<file path="config.mk">
export PLATFORM = sky130hd
export DESIGN_NAME = fizzbuzz_ascii_tx_flat
export DESIGN_NICKNAME = d
export VERILOG_FILES = /design/src/rtl/fizzbuzz_pkg.sv /design/src/rtl/fizzbuzz_ascii_tx_if.sv /design/src/rtl/fizzbuzz_bcd_conv.sv /design/src/rtl/fizzbuzz_ascii_tx.sv /design/src/flat_wrapper.sv
export SDC_FILE = /design/constraint.sdc
export NUM_CORES = 1
export LEC_CHECK = 0
export ABC_AREA = 1
export BUFFER_PORTS_ARGS = -buffer_cell sky130_fd_sc_hd__buf_2
export CORE_MARGIN = 5
export CORE_UTILIZATION = 25
export DETAILED_ROUTE_END_ITERATION = 16
export PLACE_DENSITY = 0.52
export SLEW_MARGIN = 5
export SYNTH_ARGS = -nofsm -noshare
export SYNTH_HDL_FRONTEND = slang
export SYNTH_HIERARCHICAL = 1
export SYNTH_SLANG_ARGS = --single-unit
</file>
<file path="constraint.sdc">
create_clock -name clk -period 2.2 [get_ports clk]
set_input_delay 0.33 -clock clk [delete_from_list [all_inputs] [get_ports clk]]
set_output_delay 0.33 -clock clk [all_outputs]
set_load 0.05 [all_outputs]
</file>
<file path="src/rtl/fizzbuzz_pkg.sv">
// fizzbuzz_pkg: shared FSM states, ASCII constants and the word string ROM
package fizzbuzz_pkg;
  typedef enum logic [2:0] {IDLE, CONV, EMIT_WORD, EMIT_NUM, EMIT_NL} state_t;
  typedef enum logic [1:0] {W_FIZZ, W_BUZZ, W_FB} word_t;
  localparam logic [7:0] ASCII_0 = 8'h30;
  localparam logic [7:0] ASCII_NL = 8'h0A;
  localparam logic [3:0] LEN_FIZZ = 4'd4;
  localparam logic [3:0] LEN_BUZZ = 4'd4;
  localparam logic [3:0] LEN_FB = 4'd8;
  // "Fizz" is bytes 0..3 and "Buzz" bytes 4..7 of the same ROM
  localparam logic [63:0] WORD_ROM = "FizzBuzz";
  function automatic logic [3:0] word_len(word_t w);
    return w == W_FB ? LEN_FB : w == W_BUZZ ? LEN_BUZZ : LEN_FIZZ;
  endfunction
  function automatic logic [7:0] word_char(word_t w, logic [2:0] i);
    logic [2:0] k;
    k = w == W_BUZZ ? i + 3'd4 : i;
    return WORD_ROM[8*(7-k) +: 8];
  endfunction
endpackage

</file>
<file path="src/rtl/fizzbuzz_ascii_tx_if.sv">
// fizzbuzz_ascii_tx_if: token input and ASCII byte output handshakes
// slave: the serialiser; master: the upstream counter plus byte sink
interface fizzbuzz_ascii_tx_if #(parameter int CW = 8);
  logic          in_valid;
  logic          in_ready;
  logic [CW-1:0] in_count;
  logic          in_fizz;
  logic          in_buzz;
  logic          in_fizzbuzz;
  logic          out_valid;
  logic          out_ready;
  logic [7:0]    out_data;
  logic          out_last;
  logic          drop;
  modport slave (
    input  in_valid, in_count, in_fizz, in_buzz, in_fizzbuzz, out_ready,
    output in_ready, out_valid, out_data, out_last, drop
  );
  modport master (
    output in_valid, in_count, in_fizz, in_buzz, in_fizzbuzz, out_ready,
    input  in_ready, out_valid, out_data, out_last, drop
  );
endinterface

</file>
<file path="src/rtl/fizzbuzz_bcd_conv.sv">
// fizzbuzz_bcd_conv: sequential double-dabble binary to BCD converter
// start/value load a conversion; done pulses CW cycles later with bcd final
module fizzbuzz_bcd_conv #(
  parameter int CW = 8,
  parameter int NDIG = 3
) (
  input  logic              clk,
  input  logic              resetn,
  input  logic              start,
  input  logic [CW-1:0]     value,
  output logic              done,
  output logic [NDIG*4-1:0] bcd
);
  localparam int NW = $clog2(CW + 1);
  logic [CW-1:0] bin;
  logic [NW-1:0] cnt;
  logic [NDIG*4-1:0] adj;
  always_comb begin
    adj = bcd;
    for (int i = 0; i < NDIG; i++)
      if (bcd[4*i +: 4] > 4'd4) adj[4*i +: 4] = bcd[4*i +: 4] + 4'd3;
  end
  // the load performs the first shift (adjusting an all-zero BCD is a no-op),
  // so the start cycle counts as the first of the CW conversion cycles
  always_ff @(posedge clk or negedge resetn)
    if (!resetn) begin
      bin  <= '0;
      bcd  <= '0;
      cnt  <= '0;
      done <= 1'b0;
    end else begin
      done <= 1'b0;
      if (start) begin
        bcd <= {{(NDIG*4-1){1'b0}}, value[CW-1]};
        bin <= value << 1;
        cnt <= NW'(CW - 1);
      end else if (cnt != '0) begin
        {bcd, bin} <= {adj[NDIG*4-2:0], bin, 1'b0};
        cnt <= cnt - NW'(1);
        done <= cnt == NW'(1);
      end
    end
endmodule

</file>
<file path="src/rtl/fizzbuzz_ascii_tx.sv">
// fizzbuzz_ascii_tx: serialises FizzBuzz tokens into a newline-terminated ASCII byte stream
// clk/resetn: clock, async active-low reset; bus.in_*: token handshake;
// bus.out_*: byte handshake (out_last on the newline); bus.drop: refused-offer pulse
module fizzbuzz_ascii_tx
  import fizzbuzz_pkg::*;
#(
  parameter int MAX_CYCLES = 100,
  parameter int NDIG = 3
) (
  input logic clk,
  input logic resetn,
  fizzbuzz_ascii_tx_if.slave bus
);
  localparam int CW = $clog2(MAX_CYCLES) + 1;
  localparam int DW = NDIG > 1 ? $clog2(NDIG) : 1;
  if (10**NDIG <= 2**CW - 1) begin : g_ndig_check
    $error("NDIG too small for the count width");
  end
  state_t state, state_n;
  word_t word;
  logic [2:0] idx;
  logic [DW-1:0] dp, top;
  logic [NDIG*4-1:0] bcd;
  logic done, cap, num, hs, word_end;
  assign cap = bus.in_valid && bus.in_ready;
  assign num = !(bus.in_fizz || bus.in_buzz || bus.in_fizzbuzz);
  assign hs = bus.out_valid && bus.out_ready;
  assign word_end = {1'b0, idx} == word_len(word) - 4'd1;
  fizzbuzz_bcd_conv #(.CW(CW), .NDIG(NDIG)) u_conv (
    .clk,
    .resetn,
    .start(cap && num),
    .value(bus.in_count),
    .done,
    .bcd
  );
  // most significant non-zero digit; zero falls back to digit 0 so "0" is emitted
  always_comb begin
    top = '0;
    for (int i = 1; i < NDIG; i++)
      if (bcd[4*i +: 4] != 4'd0) top = DW'(i);
  end
  always_ff @(posedge clk or negedge resetn)
    if (!resetn) state <= IDLE;
    else state <= state_n;
  always_comb begin
    state_n = state;
    case (state)
      IDLE:      state_n = cap ? (num ? CONV : EMIT_WORD) : IDLE;
      CONV:      state_n = done ? EMIT_NUM : CONV;
      EMIT_WORD: state_n = hs && word_end ? EMIT_NL : EMIT_WORD;
      EMIT_NUM:  state_n = hs && dp == '0 ? EMIT_NL : EMIT_NUM;
      EMIT_NL:   state_n = hs ? IDLE : EMIT_NL;
      default:   state_n = IDLE;
    endcase
  end
  always_comb begin
    bus.in_ready  = state == IDLE;
    bus.out_valid = state inside {EMIT_WORD, EMIT_NUM, EMIT_NL};
    bus.out_last  = state == EMIT_NL;
    bus.out_data  = state == EMIT_WORD ? word_char(word, idx) :
                    state == EMIT_NUM  ? ASCII_0 + {4'd0, bcd[4*dp +: 4]} :
                    state == EMIT_NL   ? ASCII_NL : 8'h00;
  end
  always_ff @(posedge clk or negedge resetn)
    if (!resetn) begin
      word     <= W_FIZZ;
      idx      <= '0;
      dp       <= '0;
      bus.drop <= 1'b0;
    end else begin
      bus.drop <= bus.in_valid && !bus.in_ready;
      if (cap) begin
        word <= bus.in_fizzbuzz ? W_FB : bus.in_fizz ? W_FIZZ : W_BUZZ;
        idx  <= '0;
      end else if (state == EMIT_WORD && hs) idx <= idx + 3'd1;
      if (state == CONV && done) dp <= top;
      else if (state == EMIT_NUM && hs) dp <= dp - DW'(1);
    end
endmodule

</file>
<file path="src/flat_wrapper.sv">
// flat-port wrapper written by rule: the top's interface ports become plain ports
module fizzbuzz_ascii_tx_flat import fizzbuzz_pkg::*;
#(
  parameter int MAX_CYCLES = 100,
  parameter int NDIG = 3
)
  (clk, resetn, bus_in_valid, bus_in_count, bus_in_fizz, bus_in_buzz, bus_in_fizzbuzz, bus_out_ready, bus_in_ready, bus_out_valid, bus_out_data, bus_out_last, bus_drop);
  fizzbuzz_ascii_tx_if #(.CW(8)) bus_i ();
  input logic clk;
  input logic resetn;
  input wire logic [$bits(bus_i.in_valid)-1:0] bus_in_valid;
  input wire logic [$bits(bus_i.in_count)-1:0] bus_in_count;
  input wire logic [$bits(bus_i.in_fizz)-1:0] bus_in_fizz;
  input wire logic [$bits(bus_i.in_buzz)-1:0] bus_in_buzz;
  input wire logic [$bits(bus_i.in_fizzbuzz)-1:0] bus_in_fizzbuzz;
  input wire logic [$bits(bus_i.out_ready)-1:0] bus_out_ready;
  output wire logic [$bits(bus_i.in_ready)-1:0] bus_in_ready;
  output wire logic [$bits(bus_i.out_valid)-1:0] bus_out_valid;
  output wire logic [$bits(bus_i.out_data)-1:0] bus_out_data;
  output wire logic [$bits(bus_i.out_last)-1:0] bus_out_last;
  output wire logic [$bits(bus_i.drop)-1:0] bus_drop;
  assign bus_i.in_valid = bus_in_valid;
  assign bus_i.in_count = bus_in_count;
  assign bus_i.in_fizz = bus_in_fizz;
  assign bus_i.in_buzz = bus_in_buzz;
  assign bus_i.in_fizzbuzz = bus_in_fizzbuzz;
  assign bus_i.out_ready = bus_out_ready;
  assign bus_in_ready = bus_i.in_ready;
  assign bus_out_valid = bus_i.out_valid;
  assign bus_out_data = bus_i.out_data;
  assign bus_out_last = bus_i.out_last;
  assign bus_drop = bus_i.drop;
  fizzbuzz_ascii_tx #(.MAX_CYCLES(MAX_CYCLES), .NDIG(NDIG)) u_core (.clk(clk), .resetn(resetn), .bus(bus_i));
endmodule
</file>
* Yosys cells after proc, flatten, opt, wreduce, memory -nomap -nowiden
Index checks and enable logic that the tools add are counted.
** Cells by class
- $add $sub $neg :: 10
- $mul :: 0
- Div/mod/pow operators :: 0
- Order comparisons :: 3
- Eq/ne operators :: 8
- Shift operators :: 2
- Multiplexer cells :: 31
- Bitwise operators :: 0
- Reductions and logical operators :: 22
** Operator list (number)
- indexed part select 64 x 33 -> 8 bit (first input constant) :: 1
- two-way mux 8 bit :: 4
- two-way mux 12 bit :: 2
- two-way mux 3 bit :: 8
- two-way mux 4 bit :: 6
- case mux 3 bit (5 select lines) :: 1
- > comparator 4 x 3 -> 1 bit (second input constant) :: 3
- two-way mux 2 bit :: 6
- nonzero test 4 bit :: 3
- indexed part select 12 x 5 -> 4 bit :: 1
- logical AND 1 bit :: 9
- adder 4 x 2 -> 4 bit (second input constant) :: 2
- subtractor 4 x 1 -> 4 bit (second input constant) :: 2
- adder 6 x 4 -> 7 bit (first input constant) :: 1
- equality test 3 x 2 -> 1 bit (second input constant) :: 2
- nonzero test 2 bit :: 3
- equality test 3 x 4 -> 1 bit :: 1
- equality test 4 x 1 -> 1 bit (second input constant) :: 1
- two-way mux 1 bit :: 4
- subtractor 3 x 3 -> 4 bit (first input constant) :: 1
- adder 3 x 1 -> 3 bit (second input constant) :: 1
- adder 3 x 2 -> 3 bit (second input constant) :: 1
- adder 3 bit (second input constant) :: 1
- equality test 3 x 1 -> 1 bit (second input constant) :: 1
- other kinds (9) :: 11
** Storage, ports and cells
- Register bits after elaboration :: 36
- Latch bits :: 0
- Memory bits (writable) :: 0
- ROM bits :: 0
- Input bits :: 15
- Output and inout port bits :: 12
- Word-level logic and storage cells :: 85
- Memories :: 0

* Logic depth before layout (Yosys ltp)
- Word-level depth :: 7
- Depth in mapped cells :: 14
- Depth with buffers taken out :: 12

* By module
The synthesis kept the hierarchy.
** By module, submodules not included
- fizzbuzz_bcd_conv :: times used 1, cells an instance 167, area an instance 1298.7 sq um, seq. area each 600.6 sq um
- fizzbuzz_ascii_tx :: times used 1, cells an instance 152, area an instance 1011.0 sq um, seq. area each 275.3 sq um

* Worst setup path before layout
Ideal clock, no wire load.
- Path kind :: flip-flop to output port
- Start :: reg u_core.state[2]
- End :: out bus_out_data[0]
- Data arrival time :: 2.027 ns
- Data required time :: 1.870 ns
- Setup slack :: -0.157 ns
- Stages on the path, launching flop included :: 6
- Cells stage by stage :: dfrtp_1 > inv_2 > nand2_4 > nor2_8 > inv_1 > o21ai_0
** On the way
- Longest elaborated chain between the ends :: 3
** Ends and longest elaborated chain
- from (decl) :: line fizzbuzz_ascii_tx.sv:19 : state_t state, state_n;
- from (signal assigned) :: line fizzbuzz_ascii_tx.sv:45 : else state <= state_n;
- equality test 3 x 2 -> 1 bit :: line fizzbuzz_ascii_tx.sv:62 : state == EMIT_NUM ? ASCII_0 + {4'd0, bcd[4*dp +: 4]} :
- two-way mux 8 bit :: line fizzbuzz_ascii_tx.sv:62
- two-way mux 8 bit * :: line fizzbuzz_ascii_tx.sv:61 : bus.out_data = state == EMIT_WORD ? word_char(word, idx) :
- to (decl) :: line flat_wrapper.sv:19 : output wire logic [$bits(bus_i.out_data)-1:0] bus_out_data;
Mark *: on every way between the ends. The rest lies on a longest branch, timed or not.

* Worst setup path in the final report
- Start :: reg u_core.state[2]
- End :: out bus_out_data[1]
** On the way
- Longest elaborated chain between the ends :: 4
** Ends and longest elaborated chain
- equality test 3 bit :: line fizzbuzz_ascii_tx.sv:63 : state == EMIT_NL ? ASCII_NL : 8'h00;
- two-way mux 4 bit :: line fizzbuzz_ascii_tx.sv:63
- two-way mux 8 bit :: line fizzbuzz_ascii_tx.sv:62
- two-way mux 8 bit * :: line fizzbuzz_ascii_tx.sv:61
Marked as above.

==> results.yml <==
run_status:
  run_status: "finished clean"
floorplanning:
  die-width_um: 106
  initial_utilization_pct: 25.4
  fp.coreArea_um2: 9110
  dieArea_um2: 11300
  floorplan.die.height_um: 106
  row_count: 35
  ios: 27
yosys:
  synth_fp_nets: 345
  synthMostInstantiatedCell: "nand2_1"
  synth_edf_count: 0
  seq_area_frac_synth_pct: 37.9
  synth_cells: 319
  synth_area_um2: 2310
  yosys_most_used_dff: "dfrtp_1"
  synth_area_leaders: "dfrtp_1, nand2_1, nand3_1"
  syn_area_per_cell_um2: 7.24
  yosysWarnings: 6
  yosys.area.top_type: "dfrtp_1"
  async_reset_ff_share_pct: 100
  synth_cell_type_count: 27
  synth.ff_latch_count: 35
  synth_top_area_share_pct: 37.9
  synth_common_cells: "nand2_1, inv_1, nand3_1"
placement:
  io_buffers: 25
  dp_hpwl_um: 4120
  place_congestion: 0.813
  dp_cells: 452
worst_setup_path:
  path_max_fanout: 8
  crit_family: "simple AND/OR/NAND/NOR gates"
  slowest_stage: "dfrtp_1"
  r2r-start: "u_core/state[0]"
  path_class: "reg2out"
  critical_path_required_ps: 1870
  r2r_slack_ps: 290
  slowest_delay_ps: 440
  worst_setup_path_start_kind: "flop"
  critPathCapture: "bus_out_data[1]"
  end_kind: "output port"
  r2r-end: "u_core/u_conv/bin[2]"
  worst_r2r_path_depth: 12
  crit_chain: "inv_2 -> nand2_4 -> nor2_1 -> nand2_1 -> o211ai_1 -> buf_2"
  cp_num_cells: 6
  crit_start: "u_core/state[2]"
  cp.arrival_ps: 1690
  cp_num_buf_inv: 2
global_routing:
  grt_pass1_vias: 1976
  grt_max_degree: 36
  grt.total_usage_pct: 9.98
  overflow: 0
  grt_pass1_wl_um: 9340
  antenna_found_initial: 0
detailed_routing:
  post_drt_wl_per_cell_um: 11.6
  vias: 2040
  drt_iter0_markers: 119
  drt-vias-per-instance: 4.43
  drc: 0
  first_pass_iters: 4
  antenna_left: 0
  finalWirelength_um: 5350
clocking:
  cts_tree: "done"
  cts_max_level: 2
  cts_hold_buffers: 0
  cts_buffers: 5
  clkTransAtPathRegs_ps: 70
  postCtsSetupRepairBufs: 0
  clkLatencyLatePin_ps: 280
  clock_sinks: 35
  cts_root_buf: "clkbuf_8"
  post_cts_resized: 0
  clockBufferDepth: 2
sta:
  finalSetupViolations: 0
  hold_viol_final: 0
  relSlewSlack_pct: 44.9
  period_share_pct: 91.6
  max_freq_mhz: 496
  setup_tns_ps: 0
  worstMarginPinSlew_ps: 827
  rsz0062_at_grt: "false"
  slew_viol_final: 0
  finalCriticalPeriod_ps: 2020
  fin_skew_ps: 9.97
finish:
  num_antenna_cells: 0
  finalNetCount: 374
  area_growth_pct: 14.4
  drive_above_1_share_pct: 16.6
  fin_cells: 460
flow_run:
  maxCapViolCount: 0
power_and_ir_drop:
  peakVddDrop_uv: 409
  power.density_nw_per_um2: 1570
  leakagePower_uw: 0.00139
min_path:
  min_path_type: "in2async"
==> flip-flops by register name (all words and copies together) (netlist names) <==
register / cells
u_core/idx: 3
u_core/dp: 2
u_core/u_conv/cnt: 4
u_core/bus.drop: 1
u_core/state: 3
u_core/u_conv/done: 1
u_core/u_conv/bcd: 12
u_core/word: 2
u_core/u_conv/bin: 7
==> cells in the final DEF, fill, tap and decap left out <==
cell type / synthesis / final
nand2_2: 3 / 3
clkinv_8: 1 / 1
o21ai_2: 6 / 6
inv_2: 5 / 5
nor2_1: 24 / 24
ha_1: 11 / 11
buf_2: 1 / 25
clkbuf_8: 0 / 7
nor2_8: 1 / 1
dfrtp_1: 35 / 35
nand3_1: 38 / 38
buf_4: 1 / 2
a211oi_1: 1 / 1
clkbuf_1: 0 / 1
nor2_4: 3 / 3
inv_1: 40 / 40
nand2_4: 3 / 3
xor2_1: 2 / 2
o21ai_0: 14 / 13
a21oi_1: 8 / 8
and2_0: 1 / 1
o21ai_1: 3 / 4
nand2_1: 102 / 102
nor2_2: 2 / 2
conb_1: 1 / 1
nand4_1: 4 / 4
o211ai_1: 4 / 4
o21bai_1: 2 / 2
==> routing by layer <==
metal	GRT usage [%]	vias up	routed length, µm
li1	-	1070	-
met1	13.8	939	2650
met2	15.8	26	2510
met3	1.88	5	138
met4	2.78	0	53
met5	0	-	0
==> per-stage QoR <==
step	power [µW]	area (µm²)	worst slack, ps	hold WS, ps	utilization, %
6_report	4160	2640	185	137	29.0
5_1_grt	4590	2640	43.5	211	29.0
4_1_cts	4200	2640	159	173	29.0
3_5_place_dp	3670	2540	276	467	27.9
3_3_place_gp	3640	2540	323	472	27.9
2_1_floorplan	3130	2310	142	34.4	-
==> report_power, final <==
group | switching [µW] | internal, µW | total, µW
Clock | 225 | 286 | 511
Sequential | 280 | 911 | 1190
Combinational | 1700 | 755 | 2460
==> worst reg2reg max path, delay by kind of cell, from the launching register on <==
kind	cells	cell delay, ps
flip-flops	1	460
AO/OA/AOI/OAI	1	50
AND/OR/NAND/NOR	8	860
buffers and inverters	3	430
==> cell type report <==
class | count | area (µm²)
Sequential cell | 35 | 876
Multi-Input combinational cell | 233 | 1200
Fill cell | 1011 | 6470
Inverter | 46 | 185
Clock buffer | 8 | 100
Timing Repair Buffer | 27 | 140
Tap cell | 111 | 139
==> how the worst min path moves through the flow <==
stage                         startpoint                   end  slack [ps]
global route                      resetn       u_core/state[2]         210
detailed placement  u_core/u_conv/bin[7]  u_core/u_conv/bin[7]         470
finish                            resetn       u_core/state[0]         140
floorplan                         resetn       u_core/bus.drop          30
global placement    u_core/u_conv/bin[7]  u_core/u_conv/bcd[0]         470
CTS                               resetn  u_core/u_conv/bcd[4]         170
==> cell families (layout without fill, tap and decap cells) <==
family / count (synthesis) / in the layout / synth area share [%]
buf+inv: 51 / 81 / 10.0
other cells: 1 / 1 / 0.162
simple gates: 181 / 181 / 35.2
compound gates: 38 / 38 / 9.97
fa+ha+maj: 11 / 11 / 5.96
flops: 35 / 35 / 37.9
xor+xnor: 2 / 2 / 0.759
Note: power is estimated with default switching activity, not from simulation.
